--- src/rtl/trace_pkg.sv ---
// trace_pkg
//   Shared definitions for the instruction trace capture block:
//   - FSM state encoding (IDLE/ARMED/CAPTURE/DONE)
//   - record field widths and bit offsets inside a trace record
//   - default FIFO depth and stamp width
//   - saturating 8-bit increment used by the drop counter
package trace_pkg;

    typedef enum logic [1:0] {
        ST_IDLE    = 2'd0,
        ST_ARMED   = 2'd1,
        ST_CAPTURE = 2'd2,
        ST_DONE    = 2'd3
    } trace_state_e;

    localparam int DEFAULT_DEPTH   = 8;
    localparam int DEFAULT_STAMP_W = 16;

    // Record body layout, LSB first: wb_data, rd, wb_en, pc. The stamp sits above.
    localparam int PC_W        = 32;
    localparam int RD_W        = 5;
    localparam int WB_W        = 32;
    localparam int WB_DATA_LSB = 0;
    localparam int RD_LSB      = WB_DATA_LSB + WB_W;
    localparam int WB_EN_LSB   = RD_LSB + RD_W;
    localparam int PC_LSB      = WB_EN_LSB + 1;
    localparam int REC_BODY_W  = PC_LSB + PC_W;
    localparam int STAMP_LSB   = REC_BODY_W;

    function automatic logic [7:0] sat_inc8(input logic [7:0] v);
        return (v == 8'hFF) ? v : v + 8'd1;
    endfunction

endpackage

--- src/rtl/trace_fifo.sv ---
// trace_fifo
//   First-word-fall-through FIFO holding trace records.
//   Ports:
//     clk, rst      clock, synchronous active-low reset (pointers/occupancy only)
//     wr_en/wr_data push request; accepted when not full, or when full with a pop
//     rd_en         pop request; ignored while empty
//     rd_data       head record, zero while empty
//     full, empty   status flags
//     count         occupancy, 0..DEPTH
module trace_fifo #(
    parameter int WIDTH = 8,
    parameter int DEPTH = 8,
    localparam int AW   = $clog2(DEPTH)
) (
    input  logic             clk,
    input  logic             rst,
    input  logic             wr_en,
    input  logic [WIDTH-1:0] wr_data,
    input  logic             rd_en,
    output logic [WIDTH-1:0] rd_data,
    output logic             full,
    output logic             empty,
    output logic [AW:0]      count
);

    logic [WIDTH-1:0] mem_q [DEPTH];
    logic [AW-1:0]    wr_ptr_q, wr_ptr_d;
    logic [AW-1:0]    rd_ptr_q, rd_ptr_d;
    logic [AW:0]      count_q, count_d;
    logic             do_wr, do_rd;

    assign empty   = (count_q == '0);
    assign full    = (count_q == (AW+1)'(DEPTH));
    assign count   = count_q;
    // Data is masked while empty so a freshly written slot is not visible
    // before the push edge completes.
    assign rd_data = empty ? '0 : mem_q[rd_ptr_q];

    always_comb begin
        do_rd    = rd_en && !empty;
        // A pop in the same cycle frees the slot, so a full FIFO still accepts.
        do_wr    = wr_en && (!full || do_rd);
        wr_ptr_d = wr_ptr_q;
        rd_ptr_d = rd_ptr_q;
        count_d  = count_q;
        // Power-of-two depth: pointers wrap naturally modulo DEPTH.
        if (do_wr) wr_ptr_d = wr_ptr_q + AW'(1);
        if (do_rd) rd_ptr_d = rd_ptr_q + AW'(1);
        case ({do_wr, do_rd})
            2'b10:   count_d = count_q + (AW+1)'(1);
            2'b01:   count_d = count_q - (AW+1)'(1);
            default: count_d = count_q;
        endcase
    end

    always_ff @(posedge clk) begin
        if (!rst) begin
            wr_ptr_q <= '0;
            rd_ptr_q <= '0;
            count_q  <= '0;
        end else begin
            wr_ptr_q <= wr_ptr_d;
            rd_ptr_q <= rd_ptr_d;
            count_q  <= count_d;
        end
    end

    // Storage is not reset; occupancy alone decides what is valid.
    always_ff @(posedge clk) begin
        if (do_wr) mem_q[wr_ptr_q] <= wr_data;
    end

endmodule

--- src/rtl/trace_capture.sv ---
// trace_capture
//   Captures retiring-instruction records into a FIFO once a trigger PC is
//   seen, tagging each with a cycle stamp counted from arm.
//   Ports:
//     clk, rst                 clock, synchronous active-low reset
//     arm, stop                control pulses (arm wins when both are high)
//     trig_pc, cap_len         trigger PC and record limit (0 = unlimited)
//     commit_*                 retirement interface
//     trc_valid/ready/data     FWFT record stream {stamp, pc, wb_en, rd, wb_data}
//     state                    FSM state (IDLE=0, ARMED=1, CAPTURE=2, DONE=3)
//     overflow, drop_cnt       sticky drop flag and saturating drop count
module trace_capture
    import trace_pkg::*;
#(
    parameter int DEPTH   = DEFAULT_DEPTH,
    parameter int STAMP_W = DEFAULT_STAMP_W
) (
    input  logic                          clk,
    input  logic                          rst,
    input  logic                          arm,
    input  logic                          stop,
    input  logic [31:0]                   trig_pc,
    input  logic [7:0]                    cap_len,
    input  logic                          commit_valid,
    input  logic [31:0]                   commit_pc,
    input  logic                          commit_wb_en,
    input  logic [4:0]                    commit_rd,
    input  logic [31:0]                   commit_wb_data,
    output logic                          trc_valid,
    input  logic                          trc_ready,
    output logic [STAMP_W+REC_BODY_W-1:0] trc_data,
    output logic [1:0]                    state,
    output logic                          overflow,
    output logic [7:0]                    drop_cnt
);

    localparam int REC_W = STAMP_W + REC_BODY_W;
    localparam int AW    = $clog2(DEPTH);

    trace_state_e      state_q, state_d;
    logic [STAMP_W-1:0] stamp_q, stamp_d;
    logic [7:0]        count_q, count_d, count_inc;
    logic              overflow_q, overflow_d;
    logic [7:0]        drop_q, drop_d;
    logic              rec_push, fifo_pop, fifo_full, fifo_empty;
    logic [AW:0]       fifo_count;
    logic [REC_W-1:0]  rec_data;

    assign rec_data  = {stamp_q, commit_pc, commit_wb_en, commit_rd, commit_wb_data};
    assign trc_valid = !fifo_empty;
    assign fifo_pop  = trc_valid && trc_ready;
    assign count_inc = count_q + 8'd1;
    assign state     = state_q;
    assign overflow  = overflow_q;
    assign drop_cnt  = drop_q;

    always_comb begin
        state_d    = state_q;
        stamp_d    = stamp_q;
        count_d    = count_q;
        overflow_d = overflow_q;
        drop_d     = drop_q;
        rec_push   = 1'b0;

        if (state_q == ST_ARMED || state_q == ST_CAPTURE) stamp_d = stamp_q + STAMP_W'(1);

        if (arm) begin
            // Re-arm from any state; FIFO contents are deliberately kept.
            state_d    = ST_ARMED;
            stamp_d    = '0;
            count_d    = '0;
            overflow_d = 1'b0;
            drop_d     = '0;
        end else begin
            case (state_q)
                ST_IDLE: ;
                ST_ARMED: begin
                    if (stop) state_d = ST_DONE;
                    else if (commit_valid && commit_pc == trig_pc) begin
                        rec_push = 1'b1;
                        state_d  = ST_CAPTURE;
                    end
                end
                ST_CAPTURE: begin
                    if (stop) state_d = ST_DONE;
                    else if (commit_valid) rec_push = 1'b1;
                end
                ST_DONE: begin
                    if (fifo_count == '0) state_d = ST_IDLE;
                end
            endcase
        end

        if (rec_push) begin
            // Dropped records still count toward cap_len.
            count_d = count_inc;
            if (cap_len != 8'd0 && count_inc == cap_len) state_d = ST_DONE;
            if (fifo_full && !fifo_pop) begin
                overflow_d = 1'b1;
                drop_d     = sat_inc8(drop_q);
            end
        end
    end

    always_ff @(posedge clk) begin
        if (!rst) begin
            state_q    <= ST_IDLE;
            stamp_q    <= '0;
            count_q    <= '0;
            overflow_q <= 1'b0;
            drop_q     <= '0;
        end else begin
            state_q    <= state_d;
            stamp_q    <= stamp_d;
            count_q    <= count_d;
            overflow_q <= overflow_d;
            drop_q     <= drop_d;
        end
    end

    trace_fifo #(
        .WIDTH (REC_W),
        .DEPTH (DEPTH)
    ) u_fifo (
        .clk     (clk),
        .rst     (rst),
        .wr_en   (rec_push),
        .wr_data (rec_data),
        .rd_en   (trc_ready),
        .rd_data (trc_data),
        .full    (fifo_full),
        .empty   (fifo_empty),
        .count   (fifo_count)
    );

endmodule

--- config.mk ---
export PLATFORM = sky130hd
export DESIGN_NAME = trace_capture
export DESIGN_NICKNAME = d
export VERILOG_FILES = /design/src/rtl/trace_pkg.sv /design/src/rtl/trace_fifo.sv /design/src/rtl/trace_capture.sv
export SDC_FILE = /design/constraint.sdc
export NUM_CORES = 1
export LEC_CHECK = 0
export ABC_AREA = 0
export CORE_MARGIN = 2
export CORE_UTILIZATION = 63
export DETAILED_ROUTE_END_ITERATION = 10
export PLACE_DENSITY = 0.95
export SLEW_MARGIN = 20
export SYNTH_ARGS = -nofsm -noshare
export SYNTH_HDL_FRONTEND = slang
export SYNTH_SLANG_ARGS = --single-unit
--- constraint.sdc ---
create_clock -name clk -period 25.1 [get_ports clk]
set_input_delay 3.765 -clock clk [delete_from_list [all_inputs] [get_ports clk]]
set_output_delay 3.765 -clock clk [all_outputs]
set_load 0.02 [all_outputs]
==> results of run 1 <==
-- cells in the final DEF (no fill, tap or decap), types with 5 or more instances in the layout --
cell type        netlist  routed
o21ai_0               16      16
nand2_1               32      32
nand4_1                7       7
clkinv_1               1      12
ha_1                  11      11
nor3_1                16      12
a31oi_1                5       5
inv_1                 16      16
or3_1                 10      10
buf_4                  0      23
clkinv_2               0      14
mux2i_1               93      93
clkbuf_1              45      12
dfxtp_1               48      45
xor2_1                40      40
nand3_1               18      18
nor2_1               126     123
edfxtp_1             688     688
diode_2                0       9
nor4_1                12      10
clkdlybuf4s50_1        0     213
mux4_2               172     172
a21oi_1               20      20
bufinv_16              0       6
and3_1                 7       7
xnor2_1               20      20
clkbuf_16              0      74
-- metal layers --
layer / part of all wire [%] / up-vias / track usage, % / routed length [um]
li1: - / 6375 / - / -
met1: 34 / 8347 / 42.7 / 26500
met2: 51 / 1402 / 53.7 / 39300
met3: 10 / 187 / 6.08 / 8090
met4: 4.2 / 6 / 14.0 / 3240
met5: 0.051 / - / 0 / 39
-- sequential cells by signal, summed over array words and instances, names as in the netlist, named ones only --
signal / cells
u_fifo.rd_ptr_q: 3
u_fifo.wr_ptr_q: 3
overflow: 1
stamp_q: 16
state: 2
count_q: 8
drop_cnt: 8
u_fifo.mem_q: 688
u_fifo.count: 4
-- worst reg2reg max path, delay by kind of cell (launching register included) --
kind / cells / cell delay (ns)
flops: 1 / 0.43
fa+ha+maj: 1 / 0.51
simple gates: 5 / 2.05
buf+inv: 3 / 1.51
compound gates: 1 / 0.31
-- kinds of logic after synthesis --
| kind of cell | count (synthesis) |
|---|---|
| and+or+nand+nor | 241 |
| DFF | 736 |
| muxes | 266 |
| adders and majority gates | 12 |
| AOI/OAI and AO/OA | 57 |
| buffers and inverters | 84 |
| xor gates and xnor gates | 60 |
-- path summary, 6_finish.rpt --
path / depth (start not counted) / endpoint / slack [ns] / start
worst max-delay path: 10 / u_fifo.mem_q[2][21] / 16.28 / commit_pc[12]
worst min-delay path: 2 / flip-flop / 0.50 / u_fifo.rd_ptr_q[1]
worst max register to register: 10 / u_fifo.mem_q[2][21] / 19.89 / state[1]
worst min register to register: 2 / flip-flop / 0.50 / u_fifo.rd_ptr_q[1]
-- cells in the mapped netlist (2+ instances only) --
cell type / number
a31oi_1: 5
xor2_1: 40
buf_2: 2
nor2b_1: 2
nor3_1: 16
nor4_1: 12
a21o_1: 2
or3_1: 10
buf_1: 20
xnor2_1: 20
dfxtp_1: 48
clkbuf_1: 45
and3_1: 7
nand3_1: 18
o31ai_1: 2
mux2i_1: 93
nand2_1: 32
nand3b_1: 3
edfxtp_1: 688
a21oi_1: 20
a31o_2: 2
inv_1: 16
ha_1: 11
o21ai_0: 16
o2111ai_1: 2
nand4_1: 7
nor2_1: 126
mux4_2: 172
nand2b_1: 4
-- stage by stage --
| stage | area [sq um] | hold WS, ns | power, W |
|---|---|---|---|
| after floorplan | 28900 | 0.449 | 0.00146 |
| after global placement | 31800 | 0.459 | 0.00154 |
| after detailed placement | 31800 | 0.483 | 0.00155 |
| after CTS | 34100 | 0.491 | 0.00261 |
| after global routing | 34100 | 0.523 | 0.00266 |
| final | 34100 | 0.496 | 0.00261 |
-- power groups by stage --
stage          Sequential (W)  Combinational [W]  Clock, W
2_1_floorplan         0.00136          0.0000989         0
5_1_grt               0.00134           0.000196   0.00112
3_5_place_dp          0.00137           0.000182         0
3_3_place_gp          0.00137           0.000175         0
6_report              0.00134           0.000188   0.00108
4_1_cts               0.00134           0.000187   0.00108
-- area by class of cell --
type	instances	area (sq um)
flip-flops and latches	736	21600
inverters	17	63.8
fillers	2254	11200
clock inverters	38	355
clock buffers	90	1950
well taps	600	751
multi-input cells	636	7000
repair buffers	238	2330
diodes	9	22.5
==> impl_metrics.toml, run 1 <==
[worst_setup_path]
crit_path_frequent_cell = "buf_4"
crit_family = "simple AND/OR/NAND/NOR gates"
cp_max_fo = 43
crit_buf_inv = 3
end_kind = "flip-flop"
slowest_delay_ns = 0.73
startpoint_type = "primary input"
path_cells = "clkdlybuf4s50_1 > xor2_1 > nor4_1 > o2111ai_1 > or4_4 > a21oi_4 > nand3_1 > nor3_2 > buf_4 > buf_4"
worstPathRequired_ns = 25.34
crit_type = "primary input to flip-flop"
worstPathArrival_ns = 9.06
critPathSlowestCell = "buf_4"

[sta]
max_freq_mhz = 113
slew-limit-headroom_pct = 28.0
clock_skew_ns = 0.0195
setup_viol = 0
rsz0062_at_grt = "no"
min_period_ns = 8.82
maxSlewViolCount = 0
hold_viol_final = 0
finalCritPeriodShare_pct = 35.1
layout_setup_ws_ns = 16.28
worst_slew_pin_slew_ns = 1.08
fin_tns_setup_ns = 0

[final_layout]
drive_gt1_share_pct = 18.3
syn_to_final_growth_pct = 18.1
num-nets-final = 1827
final_util_pct = 75.3
final_cells = 2364

[die]
start_util_pct = 63.8
rows = 78
die_w_um = 218
die_y_um = 218
coreArea_sq_mm = 0.0453
top_level_ports = 214
die_area_sq_mm = 0.0476

[synthesis]
synthMuxAreaShare_pct = 16.7
ys_seq_area_share_pct = 74.8
post_synth_xor_area_fraction_pct = 1.82
ys_types = 44
synth_area_leader_cell = "edfxtp_1"
synthSimpleGateAreaFrac_pct = 3.75
ys_ff_latch = 736
synth_compound_area_share_pct = 1.26
synth_adder_area_share_pct = 0.546
async_reset_ff_share_pct = 0
synth_top_family_by_area = "multiplexers"
synthCells = 1456
synth_top_area_share_pct = 71.5
synthesis.area_sq_mm = 0.0289
syn_area_per_cell_sq_um = 19.8
ys.flop_type = "edfxtp_1"
synth_edf_count = 688
yosys_warnings = 0
synthTopCellsByArea = "edfxtp_1 (72%), mux4_2 (13%), dfxtp_1 (3.3%)"
postSynthNetCount = 1584

[global_routing]
grt_pass1_wl_um = 110000
grt-ovfl-total = 0
grt_start_max_net_pins = 80
antenna_found_initial = 11
groute.usage.overall_pct = 32.4
grt_pass1_vias = 16200

[cts]
cts_tree = "yes"
max-clock-path-buffers = 3
path_clk_slew_ns = 0.06
post-cts-setup-buffer-count = 0
hold_buffers = 0
cts_resized = 0
htree_num_levels = 3
clk_latency_ns = 0.61
clockRootBuffer = "clkbuf_16"
numCtsBuffers = 70
clock_sinks = 736

[placed_design]
dp_slack_ns = 15.97
port-buffer-count = 213
dp_hpwl_um = 40700
routabilityCongestion = 0.832
placed_cells = 2227

[route]
drtIter0Drc = 2475
detail_route.wl_per_cell_um = 32.7
ant_nets = 0
drcViolationCount = 0
routed_wl_um = 77200
via_per_inst = 6.90
first_pass_iters = 5
vias = 16300

[power]
swShare_pct = 21.9
power.internal_w = 0.00204
irDropWorstVdd_mv = 0.0498
clkPwrFrac_pct = 41.3
p_per_area_mw_per_mm2 = 76.4
combPwrFrac_pct = 7.2
pwr-share-seq_pct = 51.5
p_sw_w = 0.000570
p_leak_nw = 10.6

[run_status]
outcome = "completed"

[min_path]
min_path_type = "flip-flop to flip-flop"

[flow_run]
maxCapViolCount = 0
(Power assumes the default switching activity.)
==> run 2, diff against run 1 <==
--- a/config.mk
+++ b/config.mk
@@ -7,9 +7,9 @@
 export LEC_CHECK = 0
 export ABC_AREA = 0
 export CORE_MARGIN = 2
-export CORE_UTILIZATION = 63
+export CORE_UTILIZATION = 58
 export DETAILED_ROUTE_END_ITERATION = 10
-export PLACE_DENSITY = 0.95
+export PLACE_DENSITY = 0.9
 export SLEW_MARGIN = 20
 export SYNTH_ARGS = -nofsm -noshare
 export SYNTH_HDL_FRONTEND = slang
==> constraint.sdc (replaced) <==
create_clock -name clk -period 8.6 [get_ports clk]
set_input_delay 1.29 -clock clk [delete_from_list [all_inputs] [get_ports clk]]
set_output_delay 1.29 -clock clk [all_outputs]
set_load 0.02 [all_outputs]
==> run 2 against run 1 <==
Compared with the run above:
- final cell count grew 2.3%
- first-iteration DRC count down 8.4%
- via count is 3.7% lower
- power increased to 2.9 times the previous value
- hold slack worse by 0.028 ns
- clock power grew to 2.8 times the previous value
- largest cell class unchanged
- highest routed layer unchanged
- die area grew 8.5%
- cell area grew 0.12%
- clock skew is 0.0070 ns higher
- wire length decreased by 8.1%
- non-clock buffer count down 6
- register-to-register slack worse by 16 ns
==> impl_metrics.toml, run 2 (synthesis results as in run 1) <==
[worst_setup_path]
reg2reg_slack_ns = 3.70
worstPathArrival_ns = 5.98
end_kind = "flip-flop"
crit_type = "primary input to flip-flop"
worstReg2RegStart = "state[1]"
worstPathRequired_ns = 8.83
worstSetupStartpoint = "commit_pc[12]"
rr_worst_depth = 10
startpoint_type = "primary input"
cp_max_fo = 48
crit_path_end = "u_fifo.mem_q[6][41]"
reg2reg_to = "u_fifo.mem_q[6][41]"

[sta]
slew-limit-headroom_pct = 31.5
finalCritPeriodShare_pct = 66.9
min_period_ns = 5.75
maxSlewViolCount = 0
max_freq_mhz = 174
rsz0062_at_grt = "no"
setup_viol = 0
clock_skew_ns = 0.0265
hold_viol_final = 0
worst_slew_pin_slew_ns = 1.03

[placed_design]
routabilityCongestion = 0.784
port-buffer-count = 213
placed_cells = 2285
dp_hpwl_um = 37100

[flow_run]
maxCapViolCount = 0

[final_layout]
layout_common_cells = "edfxtp_1 (688), clkdlybuf4s50_1 (213), mux4_2 (172), nor2_1 (123), mux2i_1 (93)"
layout_commonest_cell = "edfxtp_1"
multi_input_area_sq_mm = 0.00703
syn_to_final_growth_pct = 18.2
drive_gt1_share_pct = 17.9
num-nets-final = 1822
top_regs = "u_fifo.mem_q (688), stamp_q (16)"
n_fill_cell = 2830
top_register = "u_fifo.mem_q"
final_cells = 2418
register_area_sq_mm = 0.0216
largest_reg_flops = 688

[cts]
clockRootBuffer = "clkbuf_16"
cts_tree = "yes"
hold_buffers = 0
path_clk_slew_ns = 0.06
post-cts-setup-buffer-count = 0
numCtsBuffers = 71
htree_num_levels = 3
max-clock-path-buffers = 3
clk_latency_ns = 0.61
cts_resized = 0
clock_sinks = 736

[global_routing]
groute.usage.overall_pct = 27.9
grt_pass1_vias = 15900
grt_start_max_net_pins = 173
grt-ovfl-total = 0
grt_pass1_wl_um = 104000
antenna_found_initial = 3

[route]
vias = 15700
routed_wl_um = 70900
first_pass_iters = 7
ant_nets = 0
drtIter0Drc = 2268
detail_route.wl_per_cell_um = 29.3
via_per_inst = 6.50
drcViolationCount = 0

[power]
p_leak_nw = 10.3
finalPower_w = 0.00750
irDropWorstVdd_mv = 0.184
p_per_area_mw_per_mm2 = 220

[die]
start_util_pct = 58.9
top_level_ports = 214
die_y_um = 227
coreArea_sq_mm = 0.0491
rows = 81
die_area_sq_mm = 0.0516
die_w_um = 227

[min_path]
hold_depth = 2
min_path_type = "flip-flop to flip-flop"

[run_status]
outcome = "completed"
-- run 2: cell count changes in the layout (fill, tap and decap cells not counted), moves of 2 or more --
cell / change
clkbuf_16: -2
bufinv_16: -3
buf_4: -11
clkbuf_1: +3
clkinv_2: -2
diode_2: -6
buf_12: +6
clkinv_4: +3
clkinv_8: +2
-- run 2: power by group --
| group | total (W) | internal, W | switching [W] |
|---|---|---|---|
| registers | 0.00392 | 0.00390 | 0.0000134 |
| logic | 0.000556 | 0.000256 | 0.000300 |
| clock network | 0.00303 | 0.00167 | 0.00135 |
| total | 0.00750 | 0.00583 | 0.00166 |
-- run 2: layout make-up --
class	instances	share of cell area (%)
repair buffers	232	6.89
inverters	17	0.187
well taps	664	2.43
clock inverters	40	0.989
diodes	3	0.0220
clock buffers	90	5.56
multi-input cells	636	20.6
flip-flops and latches	736	63.3
-- run 2: worst min path at each step --
stage | endpoint | start
after floorplan | count_q[1] | count_q[1]
after detailed placement | overflow | overflow
final | overflow | overflow
after global placement | flip-flop | u_fifo.rd_ptr_q[1]
after CTS | overflow | overflow
after global routing | overflow | overflow
-- run 2: critical path: stages --
cell and delay, ns:
clkdlybuf4s50_1 0.65, xor2_1 0.21, nor4_1 0.54, o2111ai_1 0.35
or4_4 0.70, a21oi_4 0.32, nand3_1 0.37, nor2_4 0.19
buf_4 0.65, buf_4 0.64
-- run 2: per-layer routing --
layer | GRT usage [%] | share of wire (%) | vias to the layer above
met5 | 0 | 0.031 | -
met4 | 9.78 | 3.2 | 4
met3 | 4.58 | 9.0 | 155
met2 | 46.7 | 51 | 1121
met1 | 37.8 | 37 | 8078
li1 | - | - | 6358
-- run 2: through the flow --
stage,TNS [ns],util (%),worst slack [ns],hold WS [ns],instance area [sq um]
6_report,0,69.6,2.85,0.468,34200
5_1_grt,0,69.6,2.70,0.491,34100
4_1_cts,0,69.6,2.86,0.470,34100
3_5_place_dp,0,65.0,2.31,0.460,31900
3_3_place_gp,0,65.0,2.37,0.452,31900
2_1_floorplan,-224.85,-,-0.872,0.449,28900
